### config.mk
export PLATFORM = sky130hd
export DESIGN_NAME = brew_sequencer
export DESIGN_NICKNAME = d
export VERILOG_FILES = /design/src/rtl/brew_pkg.sv /design/src/rtl/tick_prescaler.sv /design/src/rtl/brew_sequencer.sv
export SDC_FILE = /design/constraint.sdc
export NUM_CORES = 1
export LEC_CHECK = 0
export BUFFER_PORTS_ARGS = -buffer_cell sky130_fd_sc_hd__buf_4
export CORE_MARGIN = 2
export CORE_UTILIZATION = 59
export DETAILED_ROUTE_END_ITERATION = 12
export PLACE_DENSITY = 0.79
export SYNTH_ARGS = -nofsm -noshare
export SYNTH_HDL_FRONTEND = slang
export SYNTH_SLANG_ARGS = --single-unit
### constraint.sdc
create_clock -name clk -period 3.6 [get_ports clk]
set_clock_uncertainty 0.2 [all_clocks]
set_input_delay 0.54 -clock clk [delete_from_list [all_inputs] [get_ports clk]]
set_output_delay 0.54 -clock clk [all_outputs]
set_load 0.03 [all_outputs]
### src/rtl/brew_pkg.sv
// Shared definitions for the brew sequencer: state encoding, recipe stage
// lengths and the default progress-tick divider.
package brew_pkg;

  localparam int unsigned TICK_DIV_DEFAULT = 20000000;
  localparam int unsigned PCT_W            = 7;
  localparam logic [PCT_W-1:0] PCT_MAX     = 7'd100;

  typedef enum logic [2:0] {
    ST_IDLE  = 3'd0,
    ST_HEAT  = 3'd1,
    ST_GRIND = 3'd2,
    ST_PUMP  = 3'd3,
    ST_MILK  = 3'd4,
    ST_DONE  = 3'd5
  } brew_state_e;

  // Stage length in ticks for a recipe; non-brewing states have no length.
  function automatic logic [PCT_W-1:0] stage_len(input logic [1:0] drink,
                                                 input brew_state_e st);
    logic [PCT_W-1:0] len;
    len = '0;
    case (st)
      ST_HEAT: begin
        case (drink)
          2'd0, 2'd1: len = 7'd30;
          2'd2:       len = 7'd25;
          default:    len = 7'd20;
        endcase
      end
      ST_GRIND: begin
        case (drink)
          2'd2:    len = 7'd15;
          default: len = 7'd20;
        endcase
      end
      ST_PUMP: begin
        case (drink)
          2'd0:    len = 7'd50;
          2'd3:    len = 7'd20;
          default: len = 7'd30;
        endcase
      end
      ST_MILK: begin
        case (drink)
          2'd0:    len = 7'd0;
          2'd1:    len = 7'd20;
          2'd2:    len = 7'd30;
          default: len = 7'd40;
        endcase
      end
      default: len = '0;
    endcase
    return len;
  endfunction

  // First non-empty brewing stage after 'from'; DONE when none remain.
  function automatic brew_state_e next_active(input logic [1:0] drink,
                                              input brew_state_e from);
    brew_state_e nxt;
    nxt = ST_DONE;
    for (int i = 4; i >= 1; i--) begin
      if (i > int'(from) && stage_len(drink, brew_state_e'(3'(i))) != '0) begin
        nxt = brew_state_e'(3'(i));
      end
    end
    return nxt;
  endfunction

endpackage

### src/rtl/tick_prescaler.sv
// Free-running divider that emits a one-cycle tick every TICK_DIV cycles
// while not held in clear.
module tick_prescaler
  import brew_pkg::*;
#(
  parameter int unsigned TICK_DIV = TICK_DIV_DEFAULT
) (
  input  logic clk,
  input  logic rst,
  input  logic clear,
  output logic tick
);

  localparam int unsigned CW = (TICK_DIV > 1) ? $clog2(TICK_DIV) : 1;
  localparam logic [CW-1:0] LAST = CW'(TICK_DIV - 1);

  logic [CW-1:0] cnt_q, cnt_d;

  // Tick is decoded combinationally so the consumer sees it in the wrap cycle.
  assign tick = !clear && (cnt_q == LAST);

  always_comb begin
    cnt_d = cnt_q;
    if (clear || tick) begin
      cnt_d = '0;
    end else begin
      cnt_d = cnt_q + CW'(1);
    end
  end

  always_ff @(posedge clk) begin
    if (rst) begin
      cnt_q <= '0;
    end else begin
      cnt_q <= cnt_d;
    end
  end

endmodule

### src/rtl/brew_sequencer.sv
// Beverage brew sequencer: walks a recipe through heat/grind/pump/milk stages,
// driving one actuator per stage and reporting percent progress.
module brew_sequencer
  import brew_pkg::*;
#(
  parameter int unsigned TICK_DIV = TICK_DIV_DEFAULT
) (
  input  logic             clk,
  input  logic             rst,
  input  logic             start,
  input  logic [1:0]       drink,
  input  logic             abort,
  output logic             busy,
  output logic             done,
  output logic             aborted,
  output logic             heater_en,
  output logic             grinder_en,
  output logic             pump_en,
  output logic             milk_en,
  output logic [2:0]       stage,
  output logic [PCT_W-1:0] procent
);

  brew_state_e      state_q, state_d;
  logic [1:0]       drink_q, drink_d;
  logic [PCT_W-1:0] procent_q, procent_d;
  logic [PCT_W-1:0] scnt_q, scnt_d, scnt_inc;
  logic             aborted_d;
  logic             busy_q, done_q, aborted_q;
  logic             heater_q, grinder_q, pump_q, milk_q;
  logic [2:0]       stage_q;
  logic             active_c, clear_c, tick_c;

  assign active_c = (state_q == ST_HEAT) || (state_q == ST_GRIND) ||
                    (state_q == ST_PUMP) || (state_q == ST_MILK);
  assign clear_c  = !active_c;

  tick_prescaler #(.TICK_DIV(TICK_DIV)) u_prescaler (
    .clk   (clk),
    .rst   (rst),
    .clear (clear_c),
    .tick  (tick_c)
  );

  always_comb begin
    state_d   = state_q;
    drink_d   = drink_q;
    procent_d = procent_q;
    scnt_d    = scnt_q;
    aborted_d = 1'b0;
    scnt_inc  = scnt_q + 7'd1;
    case (state_q)
      ST_IDLE: begin
        if (start && !abort) begin
          drink_d   = drink;
          procent_d = '0;
          scnt_d    = '0;
          state_d   = next_active(drink, ST_IDLE);
        end
      end
      ST_HEAT, ST_GRIND, ST_PUMP, ST_MILK: begin
        // Abort takes priority over any tick or stage boundary in the same cycle.
        if (abort) begin
          state_d   = ST_IDLE;
          aborted_d = 1'b1;
        end else if (tick_c) begin
          if (procent_q < PCT_MAX) begin
            procent_d = procent_q + 7'd1;
          end
          scnt_d = scnt_inc;
          if (scnt_inc >= stage_len(drink_q, state_q)) begin
            scnt_d  = '0;
            state_d = next_active(drink_q, state_q);
          end
        end
      end
      ST_DONE: state_d = ST_IDLE;
      default: state_d = ST_IDLE;
    endcase
  end

  // Outputs are registered from the next state so they line up with state_q.
  always_ff @(posedge clk) begin
    if (rst) begin
      state_q   <= ST_IDLE;
      drink_q   <= '0;
      procent_q <= '0;
      scnt_q    <= '0;
      busy_q    <= 1'b0;
      done_q    <= 1'b0;
      aborted_q <= 1'b0;
      heater_q  <= 1'b0;
      grinder_q <= 1'b0;
      pump_q    <= 1'b0;
      milk_q    <= 1'b0;
      stage_q   <= '0;
    end else begin
      state_q   <= state_d;
      drink_q   <= drink_d;
      procent_q <= procent_d;
      scnt_q    <= scnt_d;
      busy_q    <= (state_d != ST_IDLE);
      done_q    <= (state_d == ST_DONE);
      aborted_q <= aborted_d;
      heater_q  <= (state_d == ST_HEAT);
      grinder_q <= (state_d == ST_GRIND);
      pump_q    <= (state_d == ST_PUMP);
      milk_q    <= (state_d == ST_MILK);
      stage_q   <= state_d;
    end
  end

  assign busy       = busy_q;
  assign done       = done_q;
  assign aborted    = aborted_q;
  assign heater_en  = heater_q;
  assign grinder_en = grinder_q;
  assign pump_en    = pump_q;
  assign milk_en    = milk_q;
  assign stage      = stage_q;
  assign procent    = procent_q;

endmodule

[Word-level counts from Yosys, hierarchy flattened]
Index checks and enable logic that the tools add are counted.
Operators by class
  bitwise gates (word level): 1
  equal/unequal tests: 20
  magnitude comparators: 6
  reduce and logical (&&, ||, !) cells: 33
  add/subtract/negate cells: 3
  mux-type cells: 59
Operators with widths (number)
  $mux W7: 34
  $reduce_bool A7 Y1: 8
  $pmux W6 S3: 2
  $mux W3: 10
  $pmux W7 S2: 2
  $add A25 B1 Y25 const B: 1
  $eq A25 B25 Y1 const B: 1
  $pmux W6 S2: 2
  $pmux W6 S4: 1
  $pmux W4 S2: 2
  $add A7 B1 Y7 const B: 2
  $eq A3 B2 Y1 const B: 4
  $mux W5: 2
  $eq A3 B3 Y1 const B: 3
  $eq A2 B2 Y1 const B: 4
  $reduce_or A2 Y1: 4
  $ge A7 B7 Y1: 1
  $lt A7 B7 Y1 const B: 1
  $eq A3 B1 Y1 const B: 2
  $gt A2 B3 Y1 const A: 2
  $logic_and A1 B1 Y1: 6
  $ne A2 B2 Y1 const B: 3
  $pmux W3 S2: 1
  $reduce_and A5 Y1: 1
  other kinds (15): 23
Word-level totals
  word-level logic and storage cells: 134
  bits in registers: 51

[Longest topological paths before layout]
  depth after elaboration: 24
  mapped depth: 14

[Hierarchy]
Synthesis repeated with hierarchy kept, for this count alone.
Second synthesis, totals
  cell total of the unflattened synthesis: 343
  area, all modules: 2942.8 um^2
By module, submodules not included
  brew_sequencer: cells each 190, times used 1, area an instance 1630.3 um^2, sequential area each 520.5 um^2
  tick_prescaler: cells each 153, times used 1, area an instance 1312.5 um^2, sequential area each 500.5 um^2

[Least setup slack after synthesis]
OpenSTA, ideal clock, no wires.
  path type: reg2reg
  start: register stage[1] (netlist name)
  end: register scnt_q[4]
  required time: 3.309 ns
  setup time: 0.091 ns
  clock period less this slack: 3.159 ns
  cell stages (with the launch flop): 14
  slack: 0.441 ns
  data arrival time: 2.868 ns
  path through: dfxtp_1 buf_2 buf_1 nor2_1 a21oi_1 nor2_1 nor2_1 ha_1 a21o_1 a31oi_1 o21ai_1 nor4b_4 a41oi_1 a311oi_1
RTL lines
  end signal, assigned: line brew_sequencer.sv:101  | scnt_q <= scnt_d;
  end, declared: line brew_sequencer.sv:27  | logic [PCT_W-1:0] scnt_q, scnt_d, scnt_inc;

[Worst setup path in the final report]
  start: register drink_q[0]
  end: register scnt_q[3]
On the way
  cells in the longest elaborated chain, start to end: 12
  elaborated cells between the ends (all ways): 18
RTL lines
  start, declared: line brew_sequencer.sv:25  | logic [1:0] drink_q, drink_d;
  start signal, assigned: line brew_sequencer.sv:99  | drink_q <= drink_d;
  $eq A2 B1 Y1 or $logic_not A2 Y1 (tied branches): line brew_pkg.sv:25, brew_pkg.sv:45, brew_pkg.sv:38
  $reduce_or A2 Y1: line brew_pkg.sv:25  | case (drink)
  $pmux W4 S2: line brew_pkg.sv:25
  $pmux W6 S4 *: line brew_pkg.sv:23  | case (st)
  $mux W7 *: line brew_sequencer.sv:66  | end else if (tick_c) begin
  $mux W7 *: line brew_sequencer.sv:63  | if (abort) begin
  $mux W7 *: line brew_sequencer.sv:52  | case (state_q)
  $ge A7 B7 Y1 *: line brew_sequencer.sv:71  | if (scnt_inc >= stage_len(drink_q, state_q)) begin
  $mux W7 *: line brew_sequencer.sv:71
  $mux W7 *: line brew_sequencer.sv:66
  $mux W7 *: line brew_sequencer.sv:63
  $pmux W7 S2 *: line brew_sequencer.sv:52
Mark *: on every way between the ends. The rest lies on a longest branch, timed or not. The select of a mux whose other input is x is not followed.
A chain may end at the register's enable or synchronous reset.

==> impl_metrics.json <==
{
  "vdd_ir_drop_max_uv": 224,
  "numCtsBuffers": 5,
  "syn_area_sq_um": 2730,
  "drtIter0Drc": 205,
  "hpwl_mm": 3.95,
  "yosys-top-cells-count": "nor2_1, dfxtp_1, nand2_1",
  "hold_viol_final": 0,
  "p_leak_nw": 1.13,
  "rsz0062_at_grt": "false",
  "worst-endpoint-required_ps": 3610,
  "io_pins": 23,
  "cts-root-buf": "clkbuf_8",
  "n_antenna_cell": 0,
  "fmax_mhz": 301,
  "wl_per_cell_um": 13.9,
  "drv_slew": 0,
  "crit_arrival_ps": 3330,
  "path_class": "reg -> reg",
  "yosysMostFrequentCell": "nor2_1",
  "die_x_um": 72.1,
  "async_reset_ff_share_pct": 0,
  "antenna_found_initial": 0,
  "drive_gt1_share_pct": 12.5,
  "die_area_sq_um": 5190,
  "synth_cell_types": 51,
  "synth_flop_cell": "dfxtp_1",
  "viasPerCell": 5.90,
  "fin_cells": 396,
  "synth.avg_cell_area_sq_um": 8.44,
  "fin_setup_tns_ps": 0,
  "grt_pass1_vias": 2128,
  "cp-start-kind": "flip-flop",
  "vias": 2336,
  "routed_wl_mm": 5.52,
  "grt_overflow_total": 0,
  "yosys_register_bits": 51,
  "fin_ws_ps": 275,
  "route.detailed.drc": 0,
  "worstPathCellList": "inv_1, ha_1, nor3_1, nor2_1, a21oi_1, nor2_1, a21oi_1, ha_1, a31oi_1, o21ai_1, nor4b_4, a41oi_1, a311oi_1",
  "syn-num-nets": 346,
  "die_height_um": 72.1,
  "ant_nets": 0,
  "power_density_nw_per_um2": 326,
  "cap_violations": 0,
  "cts_resized": 0,
  "grt_start_max_net_pins": 25,
  "max_slew.worst_pin.slew_ps": 761,
  "synth_cells": 324,
  "areaGrowthSynthToFinish_pct": 10.8,
  "fin_crit_ps": 3320,
  "io_buffers": 22,
  "synth_edf_count": 0,
  "yosysTopAreaCell": "dfxtp_1",
  "htreeDepth": 2,
  "postCtsSetupRepairBufs": 0,
  "slowest_stage": "nor4b_4",
  "finalCritPeriodShare_pct": 92.4,
  "critPathMaxFanout": 9,
  "detail_route.first_pass.iterations": 4,
  "clk_latency_ps": 310,
  "post-place-ws_ps": 274,
  "synth_area_leaders": "dfxtp_1, nor2_1, ha_1",
  "slowest_delay_ps": 480,
  "p_total_w": 0.000986,
  "hold_buffers": 0,
  "final_nets": 365,
  "grt_pass1_wl_mm": 9.80,
  "hold_path_class": "reg -> reg",
  "start_util_pct": 61.9,
  "slew-limit-headroom_pct": 49.1,
  "cp-end-kind": "flip-flop",
  "fp-row-count": 24,
  "ys_seq_area_share_pct": 37.3,
  "cts_tree": "built",
  "setup_viol": 0,
  "ys_warn_count": 0,
  "post-route-util_pct": 68.7,
  "clock_sinks": 51,
  "yosys.area.top_type_share_pct": 37.3,
  "path_clk_slew_ps": 100,
  "dpl.cell_count": 388,
  "track_usage_pct": 23.0,
  "status": "finished clean",
  "place.gp.congestion": 0.869,
  "core_sq_um": 4410,
  "clockBufferDepth": 2
}
==> cell type report <==
cell class	count	area, sq um
Multi-Input combinational cell	251	1630
Clock buffer	5	68.8
Tap cell	52	65.1
Sequential cell	51	1020
Inverter	11	41.3
Clock inverter	3	27.5
Timing Repair Buffer	23	173
Fill cell	349	1380
==> critical path, delay by kind of cell (launching register included) <==
| kind | cells | cell delay (ps) |
|---|---|---|
| compound gates | 6 | 1190 |
| buf+inv | 1 | 120 |
| flops | 1 | 420 |
| fa+ha+maj | 2 | 500 |
| simple gates | 4 | 790 |
==> power by group <==
part,internal [W],switching (W)
clock,0.000144,0.000210
sequential,0.000567,0.00000494
combinational,0.0000202,0.0000394
==> layer usage <==
layer / global-route usage (%) / vias up / routed length (um)
met2: 36.9 / 74 / 2510
met1: 32.3 / 1086 / 2640
li1: - / 1169 / -
met4: 6.50 / 0 / 65
met5: 0 / - / 0
met3: 3.47 / 7 / 296
==> cells by family after synthesis <==
| kind of cell | Yosys count | synth area share, % |
|---|---|---|
| flip-flops | 51 | 37.3 |
| AO/OA/AOI/OAI | 46 | 11.7 |
| XOR/XNOR | 34 | 10.9 |
| adder cells (fa/ha/maj) | 16 | 7.32 |
| AND/OR/NAND/NOR | 154 | 29.3 |
| buffers and inverters | 22 | 3.11 |
| multiplexers | 1 | 0.366 |
==> metrics by stage <==
step           area [sq um]  hold slack (ps)
2_1_floorplan          2730              213
3_3_place_gp           2930              220
3_5_place_dp           2930              243
4_1_cts                3020              255
5_1_grt                3030              262
6_report               3030              257
==> state kept, by name, indices dropped and copies added (netlist names) <==
name and cells:
pump_en 1, busy 1, scnt_q 7, grinder_en 1
heater_en 1, procent 7, milk_en 1, aborted 1
stage 3, u_prescaler.cnt_q 25, done 1, drink_q 2
==> final timing paths <==
path | slack, ps | endpoint | cells after the start | start
worst max-delay path | 280 | scnt_q[3]$_SDFFE_PP0P_ | 13 | drink_q[0]$_SDFFE_PP0P_
worst min-delay path | 260 | u_prescaler.cnt_q[0]$_SDFF_PP0_ | 1 | u_prescaler.cnt_q[0]$_SDFF_PP0_
worst max register to register | 280 | scnt_q[3]$_SDFFE_PP0P_ | 13 | drink_q[0]$_SDFFE_PP0P_
worst min register to register | 260 | u_prescaler.cnt_q[0]$_SDFF_PP0_ | 1 | u_prescaler.cnt_q[0]$_SDFF_PP0_
==> layout by cell type, fill, tap and decap left out, types with 2 or more instances in the layout <==
cell	n
buf_4	23
o21ai_0	2
a22oi_1	2
nand4_1	6
or3_1	3
a21o_1	2
nor3_1	16
nor4_1	5
nand3_1	14
nand3b_1	2
a41oi_1	2
inv_1	11
xor2_1	14
a31oi_1	3
nor2_1	55
nand2b_1	4
nor3b_1	2
o211ai_1	3
clkbuf_8	5
and4_1	3
dfxtp_1	50
xnor2_1	20
a311oi_1	3
a21oi_1	16
a211oi_1	2
nand2_1	23
nor4b_1	2
and2_1	3
nor2b_1	2
and3_1	6
ha_1	16
No activity file was read; power rests on OpenSTA's default activity.
